File: src/rtl/mm_line_fetch.sv
// mm_line_fetch: fills one 64-bit cache line from a 32-bit backing store.
// A request from the cache is served with two word reads (offset 0, then offset 4).
// The assembled line is returned with a one-cycle rvalid_mm pulse.
// A per-word wait counter aborts a read that stalls too long and pulses err.
module mm_line_fetch #(
   parameter int TIMEOUT = 255
) (
   input  logic        clk,
   input  logic        rst_n,
   input  logic        arvalid,
   input  logic [31:0] addr_mm,
   output logic        rvalid_mm,
   output logic [63:0] data_mm,
   output logic        mem_req,
   output logic [31:0] mem_addr,
   input  logic [31:0] mem_rdata,
   input  logic        mem_ack,
   output logic        err
);

   typedef enum logic [2:0] {
      IDLE = 3'd0,
      RD0  = 3'd1,
      RD1  = 3'd2,
      RESP = 3'd3,
      HOLD = 3'd4
   } state_t;

   // Wide enough to hold TIMEOUT itself after an abort.
   localparam int CNT_W = (TIMEOUT < 2) ? 1 : $clog2(TIMEOUT + 1);

   state_t           state;
   logic [31:0]      line_addr;
   logic [CNT_W-1:0] wait_cnt;
   logic             withdrawn;
   logic             timeout_hit;

   // The counter reaches TIMEOUT on the edge that ends the last permitted stall cycle.
   assign timeout_hit = (wait_cnt == CNT_W'(TIMEOUT - 1));

   // Request sequencing with all outputs registered; mem_ack wins over a coincident timeout.
   always_ff @(posedge clk or negedge rst_n) begin
      if (!rst_n) begin
         state     <= IDLE;
         rvalid_mm <= 1'b0;
         data_mm   <= '0;
         mem_req   <= 1'b0;
         mem_addr  <= '0;
         err       <= 1'b0;
         line_addr <= '0;
         wait_cnt  <= '0;
         withdrawn <= 1'b0;
      end else begin
         rvalid_mm <= 1'b0;
         err       <= 1'b0;
         case (state)
            IDLE: begin
               if (arvalid) begin
                  line_addr <= addr_mm & 32'hFFFF_FFF8;
                  mem_addr  <= addr_mm & 32'hFFFF_FFF8;
                  mem_req   <= 1'b1;
                  wait_cnt  <= '0;
                  withdrawn <= 1'b0;
                  state     <= RD0;
               end
            end
            RD0: begin
               if (!arvalid) begin
                  withdrawn <= 1'b1;
               end
               if (mem_ack) begin
                  data_mm[63:32] <= mem_rdata;
                  mem_addr       <= line_addr + 32'd4;
                  wait_cnt       <= '0;
                  state          <= RD1;
               end else if (timeout_hit) begin
                  wait_cnt <= wait_cnt + 1'b1;
                  err      <= 1'b1;
                  mem_req  <= 1'b0;
                  state    <= HOLD;
               end else begin
                  wait_cnt <= wait_cnt + 1'b1;
               end
            end
            RD1: begin
               if (mem_ack) begin
                  data_mm[31:0] <= mem_rdata;
                  mem_req       <= 1'b0;
                  // A request withdrawn at any point of the fill gets no response.
                  if (withdrawn || !arvalid) begin
                     state <= IDLE;
                  end else begin
                     state <= RESP;
                  end
               end else if (timeout_hit) begin
                  wait_cnt <= wait_cnt + 1'b1;
                  err      <= 1'b1;
                  mem_req  <= 1'b0;
                  state    <= HOLD;
               end else begin
                  wait_cnt <= wait_cnt + 1'b1;
                  if (!arvalid) begin
                     withdrawn <= 1'b1;
                  end
               end
            end
            RESP: begin
               rvalid_mm <= 1'b1;
               state     <= HOLD;
            end
            HOLD: begin
               // The cache keeps arvalid high until its lookup hits; wait it out.
               if (!arvalid) begin
                  state <= IDLE;
               end
            end
            default: begin
               mem_req <= 1'b0;
               state   <= IDLE;
            end
         endcase
      end
   end

endmodule

File: config.mk
export PLATFORM = sky130hd
export DESIGN_NAME = mm_line_fetch
export DESIGN_NICKNAME = d
export VERILOG_FILES = /design/src/rtl/mm_line_fetch.sv
export SDC_FILE = /design/constraint.sdc
export NUM_CORES = 1
export LEC_CHECK = 0
export ABC_CLOCK_PERIOD_IN_PS = 2200
export CAP_MARGIN = 5
export CORE_MARGIN = 8
export CORE_UTILIZATION = 35
export DETAILED_ROUTE_END_ITERATION = 16
export GPL_TIMING_DRIVEN = 0
export PLACE_DENSITY = 0.68
export SKIP_CTS_REPAIR_TIMING = 1
export SLEW_MARGIN = 40
export SYNTH_ARGS = -nofsm -noshare
export SYNTH_HDL_FRONTEND = slang
export SYNTH_SLANG_ARGS = --single-unit
File: constraint.sdc
create_clock -name clk -period 2.2 [get_ports clk]
set_input_delay 0.44 -clock clk [delete_from_list [all_inputs] [get_ports clk]]
set_output_delay 0.44 -clock clk [all_outputs]
set_load 0.1 [all_outputs]
==> metrics.log, run 1 <==
INFO  metric synth_cell_type_count = 44
INFO  metric critical_path.startpoint_type = flop
INFO  metric track_usage = 0.1460
INFO  metric fin_area = 7810 µm²
INFO  metric std_cell_rows = 47
INFO  metric layout-drive-gt1-share = 0.3846
INFO  metric final_cells = 844
INFO  metric cts_inserted_buffers = 17
INFO  metric boundaryPins = 167
INFO  metric cp_cell_sequence = nand2b_1 > nor3_2 > buf_2 > mux2_2
INFO  metric layout_common_cells = 138 x dfrtp_1, 112 x buf_2, 91 x mux2_2, 63 x o21ai_0, 61 x clkdlybuf4s50_1
INFO  metric max_slew_margin = 0.5849
INFO  metric min_delay_path_depth = 3
INFO  metric initial_core_util = 0.3549
INFO  metric postSynth.asyncResetShare = 1.000
INFO  metric finalWirelength = roughly 15,000 µm
INFO  metric area_inside_the_core_boundary = 16,470 µm²
INFO  metric achievable_frequency = 533.9 MHz
INFO  metric dominantRegCellSynth = dfrtp_1
INFO  metric grt_first_pass_wirelength = between 20,000 and 25,000 µm
INFO  metric grt_residual_overflow = 0
INFO  metric synth_top_family_by_area = multiplexers
INFO  metric max_cap_viol_count = 0
INFO  metric final.period_utilization = 0.8513
INFO  metric post_synthesis_register_bit_count = 138
INFO  metric horizontal_die_dimension = 145.2 µm
INFO  metric netlist_area = just under 6000 µm²
INFO  metric diode_count = 0
INFO  metric setup_violations = 0
INFO  metric synth-compound-area-share = 0.09184
INFO  metric tritoncts_num_sinks = 138
INFO  metric ctsHtreeMaxLevel = 4
INFO  metric cts_max_path_buffers = 2
INFO  metric via_per_inst = 4.917
INFO  metric crit_fanout = 10
INFO  metric final_util = 0.4743
INFO  metric placement_cell_area = 7262 µm²
INFO  metric worst_ep_arrival_time = 2170 ps
INFO  metric pre_cts_ws = 136.5 ps
INFO  metric detail_route.drc_violations = 0
INFO  metric syn-mean-instance-area = between 10 and 15 µm²
INFO  metric worstSkewPairLatency = slightly above 400 ps
INFO  metric muxShareOfSynthArea = 0.2426
INFO  metric finalNetCount = roughly 690
INFO  metric worst_hold_path_type = in -> reg
INFO  metric synth_simple_gate_area_share = 0.03597
INFO  metric worst_path_largest_cell_delay = 460 ps
INFO  metric fillerInstances = 1,499
INFO  metric layout_commonest_cell = dfrtp_1
INFO  metric rsz_0062_raised_after_global_routing = false
INFO  metric first_pass_iters = 5
INFO  metric die_area = 21,090 µm²
INFO  metric final-hold-violation-count = 0
INFO  metric syn_warnings = 0
INFO  metric numPlacedInstances = 816
INFO  metric placed_wire_length_estimate = 10,900 µm
INFO  metric timing.critical_path.required = 2490 ps
INFO  metric worst_pin_slew = between 600 and 700 ps
INFO  metric syn-instance-count = 435
INFO  metric final_max_tran_viols = 0
INFO  metric antenna_violating_nets_post_route = 0
INFO  metric outcome = complete, no violations
INFO  metric number_of_enable_type_register_cells_in_the_synthesized_netlist = 0
INFO  metric skew = 6.216 ps
INFO  metric place.gp.congestion = roughly 0.76
INFO  metric route.detailed.wl_per_inst = roughly 18 µm
INFO  metric path_clk_slew = about 50 ps
INFO  metric antenna_violations_before_repair = 0
INFO  metric timing.final.ws_setup = around 330 ps
INFO  metric yosys.area_share.adder = 0.004282
INFO  metric grt_max_degree = 76
INFO  metric period_minus_slack = approximately 1900 ps
INFO  metric tritoncts = yes
INFO  metric area_growth = 33.63%
INFO  metric synth.yosys.seq_area_share = 0.5909
INFO  metric first_iteration_detailed_routing_drc_count = ~170
INFO  metric crit_path_end_kind = flop
INFO  metric io_buffers = 159
INFO  metric worst_path_max_delay_cell = dfrtp_1
INFO  metric floorplan.die.height = 145.2 µm
INFO  metric worst_r2r_path_depth = 4
INFO  metric category_of_the_critical_setup_timing_path = reg -> reg
INFO  metric first_global_vias = 4,585
INFO  metric root_buffer = clkbuf_16
INFO  metric via_count = 4,150
INFO  metric synth_xor_area_frac = 0.001499
## final cells by class
cell class,instances,area [µm²],area share
Buffer,34,170.2,0.02179
Clock buffer,23,467.9,0.05992
Clock inverter,4,70.07,0.008971
Inverter,5,18.77,0.002403
Multi-Input combinational cell,259,2206,0.2824
Sequential cell,138,3453,0.4422
Tap cell,220,275.3,0.03525
Timing Repair Buffer,161,1149,0.1471
## path summary, 6_finish.rpt
check	endpoint	from	slack (ps)
max reg2reg	data_mm[22]	state[2]	330
min	state[1]	mem_ack	440
min in group asynchronous	mem_addr[14]	rst_n	560
max	data_mm[22]	state[2]	330
max in group asynchronous	data_mm[36]	rst_n	900
min reg2reg	data_mm[0]	data_mm[0]	490
## cells in the mapped netlist, drive strengths merged (2+ instances only)
cell type	count	area, µm²
o21bai	7	52.55
nand2b	5	31.28
o21ai	65	325.3
mux2i	37	370.4
a21oi	4	20.02
nor4bb	2	20.02
a211oi	6	45.04
nand4	2	12.51
a21o	2	15.01
inv	5	18.77
nor2	4	15.01
nand2	3	11.26
or2	3	18.78
clkbuf	13	50.04
dfrtp	138	3453
buf	21	120.1
nor3	4	25.02
mux2	93	1047
ha	2	25.02
o22ai	2	12.51
## cell families (layout without fill, tap and decap cells)
family          Yosys count  in the layout
flops                   138            138
mux                     130            130
compound gates           92             92
buf+inv                  39            227
simple gates             32             32
fa+ha+maj                 2              2
other cells               1              2
xor+xnor                  1              1
## per-stage QoR
| step | TNS [ps] | hold slack (ps) |
|---|---|---|
| after floorplan | 0 | 144.4 |
| after global placement | -633160 | 470.9 |
| after detailed placement | 0 | 420.9 |
| after CTS | 0 | -26.21 |
| after global routing | 0 | 443.6 |
| final | 0 | 435.8 |
## state kept, by name, summed over array words and instances, names as in the netlist
| name | flops |
|---|---|
| data_mm | 64 |
| err | 1 |
| line_addr | 29 |
| mem_addr | 30 |
| mem_req | 1 |
| rvalid_mm | 1 |
| state | 3 |
| wait_cnt | 8 |
| withdrawn | 1 |
## metal layers
| layer | vias up | wire length (µm) | GRT usage |
|---|---|---|---|
| met5 | - | 0 | 0 |
| met4 | 0 | 435 | 0.06455 |
| met3 | 30 | 618 | 0.04167 |
| met2 | 107 | 7611 | 0.2502 |
| met1 | 2096 | 6149 | 0.1670 |
| li1 | 1917 | - | - |
## worst max-delay path, delay by kind of cell, from the launching register on
| family | cells | cell delay (ps) |
|---|---|---|
| AND/OR/NAND/NOR | 2 | 570 |
| flip-flops | 1 | 460 |
| multiplexers | 1 | 380 |
| buffers and inverters | 1 | 350 |
Power of run 1 is not shown: default switching activity piles up to over one toggle a cycle in this logic, so the estimate is an artifact.
==> run 2, diff against run 1 <==
--- a/config.mk
+++ b/config.mk
@@ -6,14 +6,14 @@
 export NUM_CORES = 1
 export LEC_CHECK = 0
 export ABC_CLOCK_PERIOD_IN_PS = 2200
-export CAP_MARGIN = 5
+export CAP_MARGIN = 20
+export CORE_ASPECT_RATIO = 1.5
 export CORE_MARGIN = 8
 export CORE_UTILIZATION = 35
 export DETAILED_ROUTE_END_ITERATION = 16
 export GPL_TIMING_DRIVEN = 0
 export PLACE_DENSITY = 0.68
 export SKIP_CTS_REPAIR_TIMING = 1
-export SLEW_MARGIN = 40
 export SYNTH_ARGS = -nofsm -noshare
 export SYNTH_HDL_FRONTEND = slang
 export SYNTH_SLANG_ARGS = --single-unit
==> metrics.log, run 2 (synthesized netlist as in run 1, its figures left out) <==
INFO  metric area_growth = 45.96%
INFO  metric timing.critical_path.required = 1760 ps (-730 ps)
INFO  metric setup_violations = 0 (unchanged)
INFO  metric first_global_vias = 4,547 (-0.83%)
INFO  metric timing.final.ws_setup = 159.8 ps (-167.3 ps)
INFO  metric io_buffers = 159 (unchanged)
INFO  metric layout-drive-gt1-share = 0.2420 (-0.1426)
INFO  metric horizontal_die_dimension = 121.5 µm (-16%)
INFO  metric path_buf_inv = 1 (unchanged)
INFO  metric layout_commonest_cell = dfrtp_1
INFO  metric fillerInstances = 1,469 (-2.0%)
INFO  metric grt_max_degree = 73 (-3.9%)
INFO  metric path_clk_slew = 60 ps (about the same)
INFO  metric hold-worst-slack = 25.33 ps (-410.5 ps)
INFO  metric max_cap_viol_count = 0 (unchanged)
INFO  metric std_cell_rows = 58 (+23%)
INFO  metric worst_ep_arrival_time = 1600 ps (-570 ps)
INFO  metric final-hold-violation-count = 0 (unchanged)
INFO  metric period_minus_slack = 2040 ps (+167.3 ps)
INFO  metric final.period_utilization = 0.9274 (+0.07604)
INFO  metric cp_cell_sequence = dlymetal6s2s_1
INFO  metric floorplan.die.height = 174.3 µm (+20%)
INFO  metric first_iteration_detailed_routing_drc_count = 188 (+14%)
INFO  metric reg.largest.list = data_mm: 64 flops, mem_addr: 30 flops, line_addr: 29 flops
INFO  metric fin_area = 8531 µm² (+9.2%)
INFO  metric die_area = 21,170 µm² (+0.41%)
INFO  metric antenna_violations_before_repair = 0 (unchanged)
INFO  metric skew = 9.566 ps (+3.350 ps)
INFO  metric pre_cts_ws = 115.1 ps (-21.32 ps)
INFO  metric via_count = 4,135 (-0.36%)
INFO  metric worst_path_largest_cell_delay = 800 ps (+340 ps)
INFO  metric detail_route.drc_violations = 0 (unchanged)
INFO  metric root_buffer = clkbuf_16
INFO  metric route.detailed.wl_per_inst = 17.90 µm (+2.0%)
INFO  metric ctsHtreeMaxLevel = 4 (unchanged)
INFO  metric worst_pin_slew = 1028 ps (+406.5 ps)
INFO  metric diode_count = 0 (unchanged)
INFO  metric boundaryPins = 167 (unchanged)
INFO  metric grt_residual_overflow = 0 (unchanged)
INFO  metric tritoncts = yes
INFO  metric cts_max_path_buffers = 2 (unchanged)
INFO  metric crit_family = buffers and inverters
INFO  metric achievable_frequency = 490.1 MHz (-8.2%)
INFO  metric worst_path_max_delay_cell = dlymetal6s2s_1
INFO  metric crit_path_end_kind = output pin
INFO  metric first_pass_iters = 4 (-1)
INFO  metric final_max_tran_viols = 0 (unchanged)
INFO  metric worst_hold_path_type = in -> async
INFO  metric critical_path.startpoint_type = flop
INFO  metric placed_wire_length_estimate = 10,930 µm (+0.32%)
INFO  metric finalNetCount = 685 (-0.15%)
INFO  metric layout_common_cells = 138 x dfrtp_1, 97 x dlymetal6s2s_1, 91 x mux2_2, 63 x o21ai_0, 61 x clkdlybuf4s50_1
INFO  metric placement_cell_area = 7731 µm² (+6.5%)
INFO  metric via_per_inst = 4.934 (+0.35%)
INFO  metric max_slew_margin = 0.3136 (-0.2713)
INFO  metric cts_inserted_buffers = 17 (unchanged)
INFO  metric crit_fanout = 5 (-5)
INFO  metric grt_first_pass_wirelength = 23,920 µm (-3.1%)
INFO  metric antenna_violating_nets_post_route = 0 (unchanged)
INFO  metric tritoncts_num_sinks = 138 (unchanged)
INFO  metric initial_core_util = 0.3532 (-0.001718)
INFO  metric finalWirelength = 15,000 µm (+1.2%)
INFO  metric largest_register = data_mm
INFO  metric seq_area = 3453 µm² (unchanged)
INFO  metric rsz_0062_raised_after_global_routing = false
INFO  metric largest_register_ff_count = 64 (unchanged)
INFO  metric track_usage = 0.1402 (-0.005880)
INFO  metric area_inside_the_core_boundary = 16,550 µm² (+0.49%)
INFO  metric worstSkewPairLatency = 400 ps (about the same)
INFO  metric category_of_the_critical_setup_timing_path = reg -> out
INFO  metric multi_input_gate_area = 2206 µm² (unchanged)
INFO  metric place.gp.congestion = 0.7381 (-3.2%)
INFO  metric outcome = complete, no violations
[run 2: cell types whose count changed in the layout (fill, tap and decap cells not counted), moves of 2 or more]
cell,before,now
buf_2,112,15
dlymetal6s2s_1,0,97
inv_6,0,5
clkbuf_1,16,12
inv_8,0,4
bufinv_16,2,0
clkbuf_8,2,0
clkinv_4,0,2
clkinvlp_4,0,2
[run 2: final timing paths]
kind | slack (ps) | cells past startpoint | start | end
worst max register to register | 300 | 6 | state[0] | mem_addr[22]
worst min-delay path | 30 | 1 | rst_n | data_mm[11]
min in group clk | 470 | 3 | mem_ack | state[1]
max in group asynchronous | 1390 | 2 | rst_n | line_addr[30]
worst min register to register | 490 | 1 | data_mm[31] | data_mm[31]
worst max-delay path | 160 | 1 | mem_req | mem_req
[run 2: layout make-up]
| cell class | instances | share of cell area |
|---|---|---|
| flip-flops and latches | 138 | 0.4048 |
| multi-input cells | 259 | 0.2586 |
| repair buffers | 160 | 0.2184 |
| clock buffers | 17 | 0.04987 |
| well taps | 210 | 0.03080 |
| plain buffers | 34 | 0.01995 |
| clock inverters | 15 | 0.01540 |
| inverters | 5 | 0.002200 |
[run 2: stage by stage]
step / setup TNS (ps) / std cells / utilization
after global placement: -638500 / 805 / 0.4655
final: 0 / 838 / 0.5156
after global routing: 0 / 838 / 0.5156
after floorplan: 0 / 436 / -
after detailed placement: 0 / 806 / 0.4673
after CTS: -16040 / 838 / 0.5009
[run 2: per-layer routing]
| metal | global-route usage | wire [µm] |
|---|---|---|
| met3 | 0.04742 | 959 |
| met2 | 0.2347 | 7426 |
| met4 | 0.04130 | 145 |
| met1 | 0.1650 | 6467 |
| met5 | 0 | 0 |
Power of run 2 is left out for the same reason.
==> run 3, diff against run 2 <==
--- a/config.mk
+++ b/config.mk
@@ -7,12 +7,13 @@
 export LEC_CHECK = 0
 export ABC_CLOCK_PERIOD_IN_PS = 2200
 export CAP_MARGIN = 20
-export CORE_ASPECT_RATIO = 1.5
+export CORE_ASPECT_RATIO = 0.6
 export CORE_MARGIN = 8
 export CORE_UTILIZATION = 35
 export DETAILED_ROUTE_END_ITERATION = 16
 export GPL_TIMING_DRIVEN = 0
 export PLACE_DENSITY = 0.68
+export SETUP_SLACK_MARGIN = 0.2
 export SKIP_CTS_REPAIR_TIMING = 1
 export SYNTH_ARGS = -nofsm -noshare
 export SYNTH_HDL_FRONTEND = slang
==> metrics.log, run 3 (synthesized netlist as in run 1, its figures left out) <==
INFO  metric setup_violations = 0 (unchanged)
INFO  metric io_buffers = 159 (unchanged)
INFO  metric path_buf_inv = 1 (unchanged)
INFO  metric path_clk_slew = 60 ps (about the same)
INFO  metric root_buffer = clkbuf_16
INFO  metric initial_core_util = 0.3584 (+0.005204)
INFO  metric grt_max_degree = 100 (+37%)
INFO  metric detail_route.drc_violations = 0 (unchanged)
INFO  metric crit-reg2reg-capture = mem_addr[23]
INFO  metric cts_max_path_buffers = 2 (unchanged)
INFO  metric numPlacedInstances = 824 (+2.2%)
INFO  metric critical_path.startpoint_type = flop
INFO  metric max_cap_viol_count = 0 (unchanged)
INFO  metric place.gp.congestion = 0.7577 (+2.7%)
INFO  metric route.detailed.wl_per_inst = 18.17 µm (+1.5%)
INFO  metric final_cells = 857 (+2.3%)
INFO  metric grt_first_pass_wirelength = 25,120 µm (+5.0%)
INFO  metric boundaryPins = 167 (unchanged)
INFO  metric via_count = 4,180 (+1.1%)
INFO  metric ctsHtreeMaxLevel = 4 (unchanged)
INFO  metric tritoncts_num_sinks = 138 (unchanged)
INFO  metric final.period_utilization = 0.9319 (+0.004525)
INFO  metric regToRegSetupSlack = 330 ps (+30 ps)
INFO  metric cts_inserted_buffers = 17 (unchanged)
INFO  metric worst_pin_slew = 1020 ps (-7.560 ps)
INFO  metric reg.largest.list = data_mm: 64 flops, mem_addr: 30 flops, line_addr: 29 flops
INFO  metric timing.critical_path.required = 1760 ps (about the same)
INFO  metric worst_path_largest_cell_delay = 790 ps (about the same)
INFO  metric area_inside_the_core_boundary = 16,310 µm² (-1.5%)
INFO  metric cp_cell_sequence = dlymetal6s2s_1
INFO  metric layout_common_cells = 138 x dfrtp_1, 91 x mux2_2, 63 x o21ai_0, 61 x clkbuf_2, 61 x clkdlybuf4s50_1
INFO  metric first_pass_iters = 4 (unchanged)
INFO  metric track_usage = 0.1483 (+0.008104)
INFO  metric path_depth = 1 (unchanged)
INFO  metric layout_commonest_cell = dfrtp_1
INFO  metric hold-worst-slack = 477.4 ps (+452.1 ps)
INFO  metric finalWirelength = 15,570 µm (+3.8%)
INFO  metric horizontal_die_dimension = 182.8 µm (+50%)
INFO  metric antenna_violating_nets_post_route = 0 (unchanged)
INFO  metric category_of_the_critical_setup_timing_path = reg -> out
INFO  metric crit_family = buffers and inverters
INFO  metric worst_ep_arrival_time = 1610 ps (about the same)
INFO  metric via_per_inst = 4.877 (-1.2%)
INFO  metric crit_path_end_kind = output pin
INFO  metric worst_setup_path_endpoint = mem_req
INFO  metric outcome = complete, no violations
INFO  metric final_util = 0.4989 (-0.01665)
INFO  metric floorplan.die.height = 116.1 µm (-33%)
INFO  metric max_slew_margin = 0.3186 (+0.005049)
INFO  metric first_global_vias = 4,709 (+3.6%)
INFO  metric worst_r2r_path_depth = 6 (unchanged)
INFO  metric std_cell_rows = 36 (-38%)
INFO  metric area_growth = 39.20%
INFO  metric reg2reg_from = state[0]
INFO  metric worstSkewPairLatency = 410 ps (about the same)
INFO  metric skew = 10.44 ps (+0.8738 ps)
INFO  metric grt_residual_overflow = 0 (unchanged)
INFO  metric crit_fanout = 5 (unchanged)
INFO  metric die_area = 21,230 µm² (+0.24%)
INFO  metric placed_wire_length_estimate = 11,240 µm (+2.9%)
INFO  metric fillerInstances = 1,461 (-0.54%)
INFO  metric layout-drive-gt1-share = 0.3370 (+0.09500)
INFO  metric finalNetCount = 686 (+0.15%)
INFO  metric diode_count = 0 (unchanged)
INFO  metric worst_path_max_delay_cell = dlymetal6s2s_1
INFO  metric tritoncts = yes
INFO  metric crit_path_start = mem_req
INFO  metric largest_register_ff_count = 64 (unchanged)
INFO  metric largest_register = data_mm
INFO  metric final_max_tran_viols = 0 (unchanged)
INFO  metric rsz_0062_raised_after_global_routing = true
INFO  metric final-hold-violation-count = 0 (unchanged)
INFO  metric period_minus_slack = 2050 ps (+9.955 ps)
INFO  metric worst_hold_path_type = in -> reg
INFO  metric first_iteration_detailed_routing_drc_count = 239 (+27%)
INFO  metric antenna_violations_before_repair = 0 (unchanged)
INFO  metric achievable_frequency = 487.8 MHz (-0.49%)
## run 3: worst min path at each step
| stage | from | to | slack (ps) | cells past startpoint |
|---|---|---|---|---|
| 2_1_floorplan | rst_n | data_mm[0] | 140 | 0 |
| 3_3_place_gp | data_mm[31] | data_mm[31] | 470 | 1 |
| 4_1_cts | rst_n | data_mm[7] | -70 | 1 |
| 6_report | mem_ack | state[1] | 480 | 3 |
| 3_5_place_dp | rst_n | data_mm[43] | 380 | 1 |
| 5_1_grt | mem_ack | state[1] | 470 | 3 |
## run 3: layout make-up
cell class                      instances  area [µm²]  area share
Tap cell                              228       285.3     0.03507
Inverter                                5       18.77    0.002307
Clock inverter                         14       137.6     0.01692
Sequential cell                       138        3453      0.4245
Clock buffer                           18       429.2     0.05275
Timing Repair Buffer                  161        1423      0.1749
Buffer                                 34       172.7     0.02122
Multi-Input combinational cell        259        2216      0.2724
## run 3: through the flow
| stage | TNS (ps) | cell area [µm²] | worst slack [ps] |
|---|---|---|---|
| after floorplan | 0 | 5848 | 489.3 |
| after global placement | -650260 | 7725 | -4728 |
| after detailed placement | 0 | 7754 | 154.4 |
| after CTS | -16610 | 8320 | -279.4 |
| after global routing | 0 | 8135 | 91.31 |
| final | 0 | 8135 | 149.8 |
## run 3: worst min-delay path: cells and delay by family
kind | cells | cell delay (ps)
buffers and inverters | 1 | 190
AO/OA/AOI/OAI | 2 | 210
## run 3: metal layers
| layer | wire length, µm | up-vias | track usage | part of all wire |
|---|---|---|---|---|
| met5 | 0 | - | 0 | 0 |
| met4 | 182 | 0 | 0.05016 | 0.012 |
| met3 | 879 | 16 | 0.04473 | 0.056 |
| met2 | 7357 | 113 | 0.2404 | 0.47 |
| met1 | 7151 | 2131 | 0.1882 | 0.46 |
| li1 | - | 1920 | - | - |
Power of run 3 is left out for the same reason.
